### src/rtl/mips_rf_pkg.sv
// Purpose: shared types and sizing constants for the multi-port register file.
// Contents: rf_state_t (sweep/run state), default widths, depth helper.
package mips_rf_pkg;

   localparam int unsigned RF_DATA_W = 32;
   localparam int unsigned RF_ADDR_W = 5;
   localparam int unsigned RF_DEPTH  = 2 ** RF_ADDR_W;

   typedef enum logic [0:0] {
      RF_CLEAR = 1'b0,
      RF_RUN   = 1'b1
   } rf_state_t;

   // Number of registers addressed by an index of addr_w bits.
   function automatic int unsigned rf_depth(input int unsigned addr_w);
      return 32'd1 << addr_w;
   endfunction

endpackage

### src/rtl/reg_file_mp_if.sv
// Purpose: decode/writeback-side bus of the register file.
// Signals: WE/WADDR/WDATA write port, RADDR packed read indices,
//          RDATA packed read data, READY clear-sweep-done flag.
// Modports: master = pipeline side, slave = register file side.
interface reg_file_mp_if
   import mips_rf_pkg::*;
#(
   parameter int unsigned DATA_W = RF_DATA_W,
   parameter int unsigned ADDR_W = RF_ADDR_W,
   parameter int unsigned NUM_RD = 2
);

   logic                       WE;
   logic [ADDR_W-1:0]          WADDR;
   logic [DATA_W-1:0]          WDATA;
   logic [NUM_RD*ADDR_W-1:0]   RADDR;
   logic [NUM_RD*DATA_W-1:0]   RDATA;
   logic                       READY;

   modport master (
      output WE, WADDR, WDATA, RADDR,
      input  RDATA, READY
   );

   modport slave (
      input  WE, WADDR, WDATA, RADDR,
      output RDATA, READY
   );

endinterface

### src/rtl/rf_read_port.sv
// Purpose: one combinational read port: zero register, write bypass,
//          then stored value; forced to 0 until the clear sweep is done.
// Ports: ready, raddr, wr_en/waddr/wdata (current write), stored
//        (array entry at raddr), rdata_c (combinational read data).
module rf_read_port
   import mips_rf_pkg::*;
#(
   parameter int unsigned DATA_W   = RF_DATA_W,
   parameter int unsigned ADDR_W   = RF_ADDR_W,
   parameter bit          ZERO_REG = 1'b1,
   parameter bit          BYPASS   = 1'b1
) (
   input  logic              ready,
   input  logic [ADDR_W-1:0] raddr,
   input  logic              wr_en,
   input  logic [ADDR_W-1:0] waddr,
   input  logic [DATA_W-1:0] wdata,
   input  logic [DATA_W-1:0] stored,
   output logic [DATA_W-1:0] rdata_c
);

   // Precedence: not ready, zero register, write-first bypass, array.
   always_comb begin
      rdata_c = stored;
      if (!ready) begin
         rdata_c = '0;
      end else if (ZERO_REG && (raddr == '0)) begin
         rdata_c = '0;
      end else if (BYPASS && wr_en && (waddr == raddr)) begin
         rdata_c = wdata;
      end
   end

endmodule

### src/rtl/reg_file_mp.sv
// Purpose: parametrised register file with NUM_RD asynchronous read ports,
//          one synchronous write port and a post-reset clear sweep.
// Ports: CLK, RST (synchronous, active-high), bus (reg_file_mp_if.slave):
//        WE/WADDR/WDATA write, RADDR/RDATA reads, READY sweep done.
module reg_file_mp
   import mips_rf_pkg::*;
#(
   parameter int unsigned DATA_W   = RF_DATA_W,
   parameter int unsigned ADDR_W   = RF_ADDR_W,
   parameter int unsigned NUM_RD   = 2,
   parameter bit          ZERO_REG = 1'b1,
   parameter bit          BYPASS   = 1'b1
) (
   input  logic          CLK,
   input  logic          RST,
   reg_file_mp_if.slave  bus
);

   localparam int unsigned DEPTH = rf_depth(ADDR_W);
   // One extra bit so the last sweep index never aliases index 0.
   localparam int unsigned CNT_W = ADDR_W + 1;

   rf_state_t          state_q, state_d;
   logic [CNT_W-1:0]   cnt_q, cnt_d;
   logic               ready_q, ready_d;

   logic               mem_we;
   logic [ADDR_W-1:0]  mem_waddr;
   logic [DATA_W-1:0]  mem_wdata;
   logic [DATA_W-1:0]  mem_q [DEPTH];

   // Next state, sweep counter and the single array write port.
   always_comb begin
      state_d   = state_q;
      cnt_d     = cnt_q;
      ready_d   = ready_q;
      mem_we    = 1'b0;
      mem_waddr = bus.WADDR;
      mem_wdata = bus.WDATA;
      case (state_q)
         RF_CLEAR: begin
            mem_we    = 1'b1;
            mem_waddr = cnt_q[ADDR_W-1:0];
            mem_wdata = '0;
            cnt_d     = cnt_q + CNT_W'(1);
            if (cnt_q == CNT_W'(DEPTH - 1)) begin
               state_d = RF_RUN;
               ready_d = 1'b1;
            end
         end
         RF_RUN: begin
            mem_we = bus.WE && !(ZERO_REG && (bus.WADDR == '0));
         end
         default: begin
            state_d = RF_CLEAR;
         end
      endcase
      if (RST) begin
         state_d = RF_CLEAR;
         cnt_d   = '0;
         ready_d = 1'b0;
         mem_we  = 1'b0;
      end
   end

   always_ff @(posedge CLK) begin
      state_q <= state_d;
      cnt_q   <= cnt_d;
      ready_q <= ready_d;
   end

   // Array has no reset term so it can map onto distributed RAM.
   always_ff @(posedge CLK) begin
      if (mem_we) begin
         mem_q[mem_waddr] <= mem_wdata;
      end
   end

   for (genvar i = 0; i < NUM_RD; i++) begin : g_rd
      logic [ADDR_W-1:0] raddr;
      logic [DATA_W-1:0] rdata;

      assign raddr = bus.RADDR[i*ADDR_W +: ADDR_W];

      rf_read_port #(
         .DATA_W   (DATA_W),
         .ADDR_W   (ADDR_W),
         .ZERO_REG (ZERO_REG),
         .BYPASS   (BYPASS)
      ) u_rd (
         .ready   (ready_q),
         .raddr   (raddr),
         .wr_en   (bus.WE),
         .waddr   (bus.WADDR),
         .wdata   (bus.WDATA),
         .stored  (mem_q[raddr]),
         .rdata_c (rdata)
      );

      assign bus.RDATA[i*DATA_W +: DATA_W] = rdata;
   end

   assign bus.READY = ready_q;

endmodule

### src/flat_wrapper.sv
// flat-port wrapper written by rule: the top's interface ports become plain ports
module reg_file_mp_flat import mips_rf_pkg::*;
#(
   parameter int unsigned DATA_W   = RF_DATA_W,
   parameter int unsigned ADDR_W   = RF_ADDR_W,
   parameter int unsigned NUM_RD   = 2,
   parameter bit          ZERO_REG = 1'b1,
   parameter bit          BYPASS   = 1'b1
)
  (CLK, RST, bus_WE, bus_WADDR, bus_WDATA, bus_RADDR, bus_RDATA, bus_READY);
  reg_file_mp_if #(.DATA_W(DATA_W), .ADDR_W(ADDR_W), .NUM_RD(NUM_RD)) bus_i ();
  input  logic CLK;
  input  logic RST;
  input wire logic [$bits(bus_i.WE)-1:0] bus_WE;
  input wire logic [$bits(bus_i.WADDR)-1:0] bus_WADDR;
  input wire logic [$bits(bus_i.WDATA)-1:0] bus_WDATA;
  input wire logic [$bits(bus_i.RADDR)-1:0] bus_RADDR;
  output wire logic [$bits(bus_i.RDATA)-1:0] bus_RDATA;
  output wire logic [$bits(bus_i.READY)-1:0] bus_READY;
  assign bus_i.WE = bus_WE;
  assign bus_i.WADDR = bus_WADDR;
  assign bus_i.WDATA = bus_WDATA;
  assign bus_i.RADDR = bus_RADDR;
  assign bus_RDATA = bus_i.RDATA;
  assign bus_READY = bus_i.READY;
  reg_file_mp #(.DATA_W(DATA_W), .ADDR_W(ADDR_W), .NUM_RD(NUM_RD), .ZERO_REG(ZERO_REG), .BYPASS(BYPASS)) u_core (.CLK(CLK), .RST(RST), .bus(bus_i));
endmodule
### config.mk
export PLATFORM = sky130hd
export DESIGN_NAME = reg_file_mp_flat
export DESIGN_NICKNAME = d
export VERILOG_FILES = /design/src/rtl/mips_rf_pkg.sv /design/src/rtl/reg_file_mp_if.sv /design/src/rtl/rf_read_port.sv /design/src/rtl/reg_file_mp.sv /design/src/flat_wrapper.sv
export SDC_FILE = /design/constraint.sdc
export NUM_CORES = 1
export LEC_CHECK = 0
export CAP_MARGIN = 10
export CELL_PAD_IN_SITES_DETAIL_PLACEMENT = 2
export CELL_PAD_IN_SITES_GLOBAL_PLACEMENT = 2
export CORE_MARGIN = 5
export CORE_UTILIZATION = 43
export CTS_CLUSTER_DIAMETER = 60
export DETAILED_ROUTE_END_ITERATION = 8
export HOLD_SLACK_MARGIN = 0.1
export PLACE_DENSITY_LB_ADDON = 0.15
export SYNTH_ARGS = -nofsm -noshare
export SYNTH_HDL_FRONTEND = slang
export SYNTH_SLANG_ARGS = --single-unit
export TNS_END_PERCENT = 10
### constraint.sdc
create_clock -name CLK -period 3.2 [get_ports CLK]
set_clock_uncertainty 0.05 [all_clocks]
set_input_delay 0.32 -clock CLK [delete_from_list [all_inputs] [get_ports CLK]]
set_output_delay 0.32 -clock CLK [all_outputs]
set_load 0.02 [all_outputs]
==> impl_metrics.yaml <==
setup_path:
  end_kind: "output port"
  reg2reg_slack_ps: 600
  worstPathCellList: "mux4_2, mux2_2, o221ai_1, buf_4, a31oi_1, clkdlybuf4s15_1"
  path_class: "register to output port"
  slowest_stage: "mux4_2"
  crit_buf_inv: 2
  critical_path_arrival_ps: 2900
  cp-start-kind: "register"
  path_max_fanout: 2
  worstPathRequired_ps: 2830
  slowest_delay_ps: 520
  cp_top_family: "multiplexers"
yosys:
  ys_seq_elements: 1032
  synthCells: 2839
  synth_edf_count: 1024
  syn_nets: 2890
  synthArstFlopShare_pct: 0
  synth.cell_area_um2: 49150
  syn_area_per_cell_um2: 17.31
  ys.flop_type: "edfxtp_1"
  ys_seq_area_share_pct: 62.89
  yosys.cell_types.count: 53
  yosysWarnings: 0
routing:
  drt-total-wl_mm: 197.6
  post_drt_wl_per_cell_um: 40.60
  drt.antenna.violating_nets: 0
  drt_iter0_drc: 4192
  dr.pass1.iters: 5
  via_per_inst: 6.853
  num_vias: 33350
  drc_errors: 0
sta:
  fin_ws_ps: -74.90
  setup_viol: 3
  post-route-min-period_ps: 3275
  fin_crit_sh_pct: 102.3
  maxSlewViolCount: 0
  rsz0062_at_grt: "yes"
  worst_pin_slew_ps: 785.4
  hold_viol_final: 0
  max_freq_ghz: 0.3054
  slew_headroom_pct: 47.64
flow_run:
  drv_cap: 0
outcome:
  status: "finished with violations"
  violations: "negative setup slack"
final_layout:
  multiInputGateArea_um2: 17480
  stdcell_count: 4866
  layout_commonest_cell: "edfxtp_1"
  utilization_pct: 52.38
  nFillCells: 9971
  areaGrowthSynthToFinish_pct: 21.37
  fin_nets: 3302
  finalInstanceArea_um2: 59650
  layout_common_cells: "edfxtp_1 (1,024), mux2i_1 (407), buf_4 (327)"
  regArea_um2: 30910
  drive_gt1_share_pct: 32.11
place:
  placed_area_um2: 55690
  gp_congestion: 0.8622
  hpwl_mm: 125.3
  port_buffers: 114
  dpl.cell_count: 4641
worst_hold_path:
  min_path_type: "input pin to register"
floorplan:
  design.portCount: 115
  die_w_um: 348.1
  initial_core_util_pct: 43.16
  core_um2: 113900
  rows: 124
  dieArea_um2: 121200
  die_h_um: 348.1
global_route:
  busiest_layer: "met2"
  grt_max_degree: 49
  antenna_found_initial: 8
  grt.total_usage_pct: 32.11
  use_met1_pct: 42.92
  met2_usage_pct: 51.58
  grt_pass1_wl_mm: 278.6
  first_global_vias: 36330
  grt-ovfl-total: 0
  use_met3_pct: 5.986
cts:
  post_cts_buffers: 0
  htreeDepth: 3
  cts.sinks: 1032
  numCtsBuffers: 120
  clk_pin_slew_ps: 60
  clock_latency_ps: 720
  clk_path_buf_depth: 3
  cts_root_buffer: "clkbuf_16"
  tritoncts: "done"
power_and_ir_drop:
  p_total_mw: 31.01
  ir_drop_mv: 0.4436
  p_per_area_nw_per_um2: 519.9
  p_leak_nw: 19.95
==> power by group <==
group | total, mW | switching, mW | internal (mW)
logic | 2.83 | 1.61 | 1.22
registers | 14.8 | 0.0518 | 14.7
clock network | 13.4 | 5.73 | 7.67
==> cell families after synthesis <==
| logic type | after synthesis | synth area share, % |
|---|---|---|
| XOR/XNOR | 14 | 0.2495 |
| multiplexers | 774 | 24.03 |
| adder cells (fa/ha/maj) | 1 | 0.02545 |
| buffers and inverters | 244 | 2.734 |
| flip-flops | 1032 | 62.89 |
| AO/OA/AOI/OAI | 532 | 7.533 |
| AND/OR/NAND/NOR | 242 | 2.541 |
==> path summary, 6_finish.rpt <==
path,startpoint,end,depth (start not counted)
hold / removal,RST,u_core.cnt_q[4],2
setup reg to reg,u_core.state_q,u_core.mem_q[5][28],4
setup / recovery,u_core.mem_q[8][22],bus_RDATA[54],6
hold reg to reg,u_core.cnt_q[5],u_core.cnt_q[5],2
==> state kept, by name, indices dropped and copies added (netlist names) <==
register and count:
u_core.cnt_q 6, u_core.state_q 1, u_core.mem_q 1024, u_core.bus.READY 1
==> area by class of cell <==
type / count / area share [%]
Antenna cell: 3 / 0.01258
Clock buffer: 153 / 5.349
Tap cell: 1512 / 3.171
Sequential cell: 1032 / 51.82
Multi-Input combinational cell: 1563 / 29.30
Clock inverter: 69 / 0.9774
Timing Repair Buffer: 532 / 9.357
Inverter: 2 / 0.01258
==> cell usage after synthesis, types with 4 or more instances <==
library cell  number  share of area (%)
xor2_1            11               0.20
buf_6             28               0.64
o22ai_1           82                1.0
nand2b_1           6              0.076
mux4_2           320                 15
nand2_1           50               0.38
nor2_1            50               0.38
a211o_1           10               0.18
o2bb2ai_1          5              0.089
nor2b_1           47               0.60
o21a_1             7               0.11
clkbuf_1         123               0.94
a31oi_1           88                1.1
o221ai_1          78                1.4
buf_2             36               0.37
a41oi_1           26               0.46
and2_1            55               0.70
or2_2              4              0.051
buf_1              9              0.069
dfxtp_1            8               0.33
buf_4             46               0.70
mux2_2            46                1.1
a22o_1            28               0.50
a221oi_1           7               0.12
edfxtp_1        1024                 63
o311ai_0           8               0.14
nand3_1           15               0.15
mux2i_1          408                8.3
a21oi_1            7              0.071
a22oi_1           61               0.93
o21ai_0          113                1.2
==> per-layer routing <==
metal	vias to the layer above	routed length (µm)
met5	-	62
met2	1883	94150
met3	494	16040
met4	8	10400
met1	18110	76930
li1	12850	-
==> stage by stage <==
step | setup slack (ps) | hold WS (ps) | setup TNS, ps
floorplan | -24.99 | 408.8 | -5458
CTS | -50.96 | 387.7 | -126.4
global route | -100.6 | 445.7 | -461.8
global placement | -508.6 | 423.6 | -7101
detailed placement | -556.4 | 448.5 | -4479
finish | -74.90 | 425.2 | -158.1
==> what timing repair did <==
item / CTS / global route
gates resized for setup: 110 / 29
hold buffers: 0 / 0
setup endpoints to repair: 54 / 30
pin swaps: 3 / 1
No activity file was read; power rests on OpenSTA's default activity.
==> patch (same flow settings) <==
The package constant `RF_DATA_W` goes from 32 to 36.
--- a/src/rtl/mips_rf_pkg.sv
+++ b/src/rtl/mips_rf_pkg.sv
@@ -2,7 +2,7 @@
 // Contents: rf_state_t (sweep/run state), default widths, depth helper.
 package mips_rf_pkg;
 
-   localparam int unsigned RF_DATA_W = 32;
+   localparam int unsigned RF_DATA_W = 36;
    localparam int unsigned RF_ADDR_W = 5;
    localparam int unsigned RF_DEPTH  = 2 ** RF_ADDR_W;
 
Ports: changed (resized bus_RDATA and bus_WDATA); port bits go from 115 to 127. The function was not compared with the original's and may differ.
==> patch against the original RTL <==
  * The flow still finishes with violations (setup timing)
  * Sequential share of layout area up 0.18 points
  * Total power up 13%
  * Sequential cell count up 128
  * Area after synthesis up 13%
  * Routed wire length up 16%
  * Setup slack better by 0.072 ns
  * Final area up 12%
  * Utilization down 0.11 points
  * Combinational power up 14%
  * Critical path type unchanged
  * Largest power group unchanged
==> patch: results (changes against the original RTL) <==
Clocking
  – H-tree depth: 4 (+1)
  – Num CTS Buffers: 136 (+13%)
  – Setup repair bufs after CTS: 0 (unchanged)
  – Clk root buf: clkbuf_16
  – Worst-Skew Late Latency: 0.75 ns (+0.03 ns)

Drt
  – WL final: 229000 um (+16%)
  – Initial DRC Count: 5015 (+20%)
  – Drt via density: 6.89 (+0.56%)
  – Drt pass-1 iters: 5 (unchanged)

Critical path
  – Largest driver fanout on the critical path: 2 (unchanged)
  – CP max stage delay: 0.48 ns (-0.04 ns)
  – Family with the most delay on the worst path: compound AO/OA/AOI/OAI gates
  – Critical Path AT: 2.83 ns (-0.07 ns)
  – Slowest CP cell: mux4_2
  – Worst setup path startpoint: u_core.mem_q[16][1]$_DFFE_PP_

Pwr
  – Worst vdd ir: 0.537 mV (+21%)
  – Leak: 0.0226 uW (+13%)

Timing
  – TNS Setup: -0.00296 ns (+0.155 ns)
  – Slew margin rel.: 0.204 (-0.272)
  – Worst setup margin: -0.00296 ns (+0.0719 ns)
  – Setup-failing EPs final: 1 (-2)

Yosys
  – Post-Syn Nets: 3256 (+13%)
  – Yosys warning total: 0 (unchanged)
  – Unique masters post-synth: 53 (unchanged)
  – Top post-synthesis cells by count: edfxtp_1 (1152), mux2i_1 (491), mux4_2 (360)
  – Post-synth EDFFs: 1152 (+13%)
  – Largest cells by area after synthesis: edfxtp_1 (62%), mux4_2 (15%), mux2i_1 (8.9%)
  – Sequential area share after synthesis: 0.627 (-0.00174)

Place
  – Placer Congestion: 0.877 (+1.7%)
  – PortBufs: 126 (+11%)
  – Worst slack, placed: -0.362 ns (+0.194 ns)
  – HPWL Detailed: 148000 um (+18%)

GRT
  – Initial antenna violation count: 11 (+3)
  – Number of global-route vias before repair: 40400 (+11%)
  – Total GRT Usage: 0.334 (+0.0126)
  – Global-route wire length before repair: 318000 um (+14%)
  – Largest net degree at the start of global routing: 40 (-18%)

Status
  – Failing checks: setup timing
  – Outcome: complete, but fails checks

Layout
  – Top flop regs: u_core.mem_q x1152, u_core.cnt_q x6
  – Nets: 3716 (+13%)
  – Proportion of layout cells with a drive suffix above 1: 0.322 (+0.000643)
## patch: cells by family (layout without fill, tap and decap cells)
logic type      count (synthesis)  after routing  synth area share
other cells                     0              5                 0
buf+inv                       268            834            0.0286
compound gates                604            604            0.0735
simple gates                  252            252            0.0229
mux                           902            902             0.245
flops                        1160           1160             0.627
xor+xnor                       14             14           0.00221
fa+ha+maj                       1              1          0.000226
## patch: timing repair
item | CTS | global route
gates resized for setup | 125 | 38
pin swaps | 6 | 5
setup endpoints to repair | 56 | 32
endpoints found under the hold margin | 0 | 0
## patch: per-layer routing
| layer | GRT usage | share of wire |
|---|---|---|
| met2 | 0.522 | 0.46 |
| met3 | 0.0965 | 0.10 |
| met5 | 0 | 0.00023 |
| met1 | 0.442 | 0.39 |
| met4 | 0.133 | 0.043 |
## patch: layout make-up
type / instances / area (um^2)
timing repair buffer: 588 / 6000
clock buffer: 177 / 3680
antenna: 5 / 12.5
sequential: 1160 / 34800
multi-input combinational: 1773 / 19700
tap: 1662 / 2080
clock inverter: 67 / 563
inverter: 2 / 7.51
fill: 11200 / 61000
## patch: path summary, 6_finish.rpt
kind              cells after the start  slack, ns                              to
setup / recovery                      6     -0.003                   bus_RDATA[37]
hold / removal                        2       0.42    u_core.cnt_q[2]$_SDFFE_PP0N_
setup reg to reg                      4       0.25  u_core.mem_q[27][32]$_DFFE_PP_
hold reg to reg                       2       0.48    u_core.cnt_q[5]$_SDFFE_PP0N_
## patch: report_power, final
group / switching, uW / total [uW] / internal (uW) / leakage [uW]
Clock: 6430 / 15200 / 8760 / 0.00206
Sequential: 56.4 / 16600 / 16600 / 0.0103
Combinational: 1860 / 3220 / 1360 / 0.0103
Total: 8350 / 35000 / 26700 / 0.0226
## patch: per-stage QoR
step	total power (uW)	cell area, um^2	instances
after global routing	36000	66800	5429
final	35000	66800	5434
after detailed placement	20000	62300	5185
after CTS	35200	66800	5429
after floorplan	18600	55400	3201
after global placement	19900	62300	5185
